$ cat src/rtl/hdd_insert_filter.sv
// Debounces HDD carrier-presence pins into clean HDDn_INSERT_L, latches sticky per-bay change flags
// with write-1-to-clear, and raises an active-low interrupt while any flag is set.
module hdd_insert_filter #(
    parameter int NUM_HDD  = 15,
    parameter int TICK_DIV = 25000,
    parameter int DEB_CNT  = 20
) (
    input  logic               SYSCLK,
    input  logic               RESET,
    input  logic [NUM_HDD-1:0] HDD_INSERT_RAW_L,
    input  logic [NUM_HDD-1:0] EVT_CLR,
    output logic [NUM_HDD-1:0] HDD_INSERT_L,
    output logic [NUM_HDD-1:0] HDD_INSERT_EVT,
    output logic               HDD_CHG_INT_L,
    output logic               SAMPLE_TICK
);

    localparam int PW = $clog2(TICK_DIV);
    localparam int CW = $clog2(DEB_CNT + 1);
    localparam logic [PW-1:0] PRESC_LAST = PW'(TICK_DIV - 1);
    localparam logic [CW-1:0] CNT_LAST   = CW'(DEB_CNT - 1);

    localparam logic [0:0] ST_STABLE  = 1'b0;
    localparam logic [0:0] ST_CONFIRM = 1'b1;

    logic [NUM_HDD-1:0]         sync1_q, sync2_q;
    logic [PW-1:0]              presc_q, presc_d;
    logic [NUM_HDD-1:0]         state_q, state_d;
    logic [NUM_HDD-1:0][CW-1:0] cnt_q, cnt_d;
    logic [NUM_HDD-1:0]         out_q, out_d;
    logic [NUM_HDD-1:0]         evt_q, evt_d;
    logic                       int_l_q;
    logic [NUM_HDD-1:0]         toggle;
    logic                       tick;

    assign tick    = (presc_q == PRESC_LAST);
    assign presc_d = tick ? '0 : presc_q + PW'(1);

    always_comb begin
        state_d = state_q;
        cnt_d   = cnt_q;
        toggle  = '0;
        if (tick) begin
            for (int i = 0; i < NUM_HDD; i++) begin
                case (state_q[i])
                    ST_STABLE: begin
                        if (sync2_q[i] != out_q[i]) begin
                            // A single-tick debounce needs no confirmation phase.
                            if (DEB_CNT == 1) begin
                                toggle[i] = 1'b1;
                            end else begin
                                cnt_d[i]   = CW'(1);
                                state_d[i] = ST_CONFIRM;
                            end
                        end else begin
                            cnt_d[i] = '0;
                        end
                    end
                    default: begin
                        if (sync2_q[i] == out_q[i]) begin
                            cnt_d[i]   = '0;
                            state_d[i] = ST_STABLE;
                        end else if (cnt_q[i] == CNT_LAST) begin
                            toggle[i]  = 1'b1;
                            cnt_d[i]   = '0;
                            state_d[i] = ST_STABLE;
                        end else begin
                            cnt_d[i] = cnt_q[i] + CW'(1);
                        end
                    end
                endcase
            end
        end
        out_d = out_q ^ toggle;
        // A new toggle overrides a clear strobe landing in the same cycle.
        evt_d = (evt_q & ~EVT_CLR) | toggle;
    end

    always_ff @(posedge SYSCLK) begin
        if (RESET) begin
            sync1_q <= '1;
            sync2_q <= '1;
            presc_q <= '0;
            state_q <= {NUM_HDD{ST_STABLE}};
            cnt_q   <= '0;
            out_q   <= '1;
            evt_q   <= '0;
            int_l_q <= 1'b1;
        end else begin
            sync1_q <= HDD_INSERT_RAW_L;
            sync2_q <= sync1_q;
            presc_q <= presc_d;
            state_q <= state_d;
            cnt_q   <= cnt_d;
            out_q   <= out_d;
            evt_q   <= evt_d;
            int_l_q <= ~|evt_q;
        end
    end

    assign HDD_INSERT_L   = out_q;
    assign HDD_INSERT_EVT = evt_q;
    assign HDD_CHG_INT_L  = int_l_q;
    assign SAMPLE_TICK    = tick;

endmodule
$ cat config.mk
export PLATFORM = sky130hd
export DESIGN_NAME = hdd_insert_filter
export DESIGN_NICKNAME = d
export VERILOG_FILES = /design/src/rtl/hdd_insert_filter.sv
export SDC_FILE = /design/constraint.sdc
export NUM_CORES = 1
export LEC_CHECK = 0
export CORE_MARGIN = 2
export CORE_UTILIZATION = 58
export DETAILED_ROUTE_END_ITERATION = 16
export PLACE_DENSITY_LB_ADDON = 0.08
export SLEW_MARGIN = 30
export SYNTH_ARGS = -nofsm -noshare
export SYNTH_HDL_FRONTEND = slang
export SYNTH_SLANG_ARGS = --single-unit
export TNS_END_PERCENT = 5
$ cat constraint.sdc
create_clock -name SYSCLK -period 3.5 [get_ports SYSCLK]
set_clock_uncertainty 0.2 [all_clocks]
set_input_delay 0.525 -clock SYSCLK [delete_from_list [all_inputs] [get_ports SYSCLK]]
set_output_delay 0.525 -clock SYSCLK [all_outputs]
set_load 0.02 [all_outputs]
==> impl_metrics.toml <==
[run_status]
status = "finished, final reports clean"

[timing]
fin_crit_ps = 3320
hold_slack_ps = 130
slew_viol_final = 0
rsz0062_at_grt = "false"
period_share = 0.949
tightest_slew_ps = 839
clock.fmax_ghz = 0.301
setup_viol = 0
hold_viol = 0
finalSetupTns_ps = 0
max_slew_margin = 0.441

[logic_synthesis]
synth.distinct_cells = 52
synthesis.area_sq_um = 7390
seq_area_frac_synth = 0.450
async_flop_share = 0
synth_area_per_cell_sq_um = 8.95
syn_inst = 826
synth-seq-cells = 166
synth_ff_type = "dfxtp_1"
synth_edf_count = 0
synth_nets = 874
yosysWarningCount = 0

[layout]
fin_util = 0.692
nets = 922
syn2layout_area_growth_pct = 17.2
antenna_cells = 0
drive_above_1_share = 0.0891
fillers = 1018

[global_routing]
grt_pass1_wl_um = 27100
grt_max_degree = 111
grt_pass1_vias = 6108
antenna_found_initial = 0
grt_use_total = 0.246
grt.overflow.total = 0

[placed_design]
port_buffers = 63
dp_hpwl_um = 10500
place_congestion = 0.853

[route]
drt_iter0_drc = 427
antenna_left = 0
avgRoutedWirePerCell_um = 15.3
vias = 6257
drtPass1Iterations = 6
vias_per_cell = 5.91
drc = 0
routed_wl_um = 16200

[floorplan]
core-area_sq_um = 12500
rows = 41
die_x_um = 117
start_util = 0.590
die_area_sq_um = 13700
die_h_um = 117
ios = 64

[critical_path]
cpMostUsedCell = "or4_4"
start_kind = "register"
r2r_end = "cnt_q[42]"
path_class = "register to output pin"
crit_required_ps = 2770
crit_buf_inv = 2
r2r_setup_slack_ps = 510
r2r_cells = 6
arrival_ps = 2600
critical-path-top-delay-family = "simple AND/OR/NAND/NOR gates"
rr_startpoint = "presc_q[9]"
crit_path_top_delay_cell = "clkdlybuf4s50_1"
path_cells = "or4_4 > or4_4 > clkinv_1 > clkdlybuf4s50_1"
crit_fanout = 5
critPathMaxStageDelay_ps = 610
worst_setup_path_end_kind = "output pin"

[min_path]
min_path_type = "input pin to register"
whs_path_depth = 2
min-delay-start = "RESET"
holdPathEnd = "state_q[12]"

[power_and_ir_drop]
p_per_area_nw_per_um2 = 430
irDropWorstVdd_mv = 0.335
leakagePower_nw = 2.93
power_mw = 3.72

[clock_network]
numCtsBuffers = 17
clkTransAtPathRegs_ps = 60
post-cts-setup-buffers = 0
clockBufferDepth = 2
h-tree-depth = 4
clk_latency_ps = 430
cts_resized = 0
ctsHoldBuffers = 0
cts_sinks = 166
cts_root_buffer = "clkbuf_16"
cts_tree = "yes"

[job]
drv_cap = 0
==> routing by layer <==
metal | wire length (um) | up-vias | GRT usage
li1 | - | 3126 | -
met1 | 6910 | 3003 | 0.275
met2 | 8500 | 101 | 0.458
met3 | 547 | 27 | 0.0597
met4 | 216 | 0 | 0.0792
met5 | 0 | - | 0
==> cells in the mapped netlist (all sizes together) (8+ instances only) <==
cell / number / area [sq um]
xnor2: 9 / 78.8
nand3: 52 / 260
nor3: 8 / 40.0
o31ai: 11 / 82.6
inv: 15 / 56.3
ha: 16 / 200
nor4: 13 / 81.3
xor2: 21 / 184
or2: 30 / 188
nor4bb: 10 / 100
o21ai: 52 / 260
nor2: 30 / 113
and3: 26 / 163
or4: 11 / 90.1
clkbuf: 29 / 109
nand4: 18 / 113
dfxtp: 166 / 3320
a22o: 17 / 149
buf: 11 / 65.1
nand2: 70 / 263
nor3b: 12 / 90.1
nand2b: 15 / 93.8
a32o: 15 / 150
a21oi: 60 / 300
or3: 18 / 113
nor2b: 25 / 156
==> cell usage in the layout, fill, tap and decap left out, drive strengths merged, types with 5 or more instances in the layout <==
cell type,n
dfxtp,166
nand2,70
clkdlybuf4s50,62
a21oi,60
nand3,52
o21ai,52
nor2,30
or2,30
and3,26
nor2b,25
xor2,21
clkbuf,21
nand4,18
or3,18
a22o,17
ha,16
inv,16
a32o,15
nand2b,15
nor4,13
nor3b,12
o31ai,11
or4,11
nor4bb,10
xnor2,9
clkinv,9
nor3,8
nand4bb,7
nand3b,7
a31o,7
buf,7
o211ai,6
mux2i,5
o2111ai,5
==> layout make-up <==
type,count,area [sq um],share of cell area
Clock buffer,21,460,0.0531
Clock inverter,11,77.6,0.00895
Multi-Input combinational cell,603,3840,0.443
Inverter,17,63.8,0.00737
Timing Repair Buffer,69,686,0.0791
Tap cell,172,215,0.0248
Sequential cell,166,3320,0.384
==> report_power, final <==
group	switching, mW	internal [mW]
combinational	0.0575	0.0552
clock	0.751	0.943
sequential	0.00895	1.91
==> flip-flops by register name, summed over array words and instances (netlist names) <==
signal and cells:
HDD_INSERT_EVT 15, HDD_CHG_INT_L 1, sync1_q 15, HDD_INSERT_L 15, state_q 15, cnt_q 75
presc_q 15, sync2_q 15
==> worst max-delay path by stage <==
stage	slack (ps)	from	endpoint	cells past startpoint
2_1_floorplan	900	presc_q[6]	SAMPLE_TICK	4
5_1_grt	110	presc_q[9]	SAMPLE_TICK	4
4_1_cts	190	presc_q[9]	SAMPLE_TICK	4
3_3_place_gp	630	presc_q[6]	cnt_q[59]	6
3_5_place_dp	550	presc_q[6]	cnt_q[39]	6
6_report	180	presc_q[9]	SAMPLE_TICK	4
==> stage by stage <==
stage          setup WS [ps]  area (sq um)  cells
6_report                 179          8660   1059
2_1_floorplan            899          7390    826
4_1_cts                  187          8660   1059
3_5_place_dp             551          8130   1027
5_1_grt                  115          8660   1059
3_3_place_gp             631          8130   1027
==> cell families after synthesis <==
logic type	synth area share
compound gates	0.163
xor+xnor	0.0356
fa+ha+maj	0.0271
buf+inv	0.0322
flops	0.450
mux	0.00677
simple gates	0.286
Power figures use the tool's default switching activity.
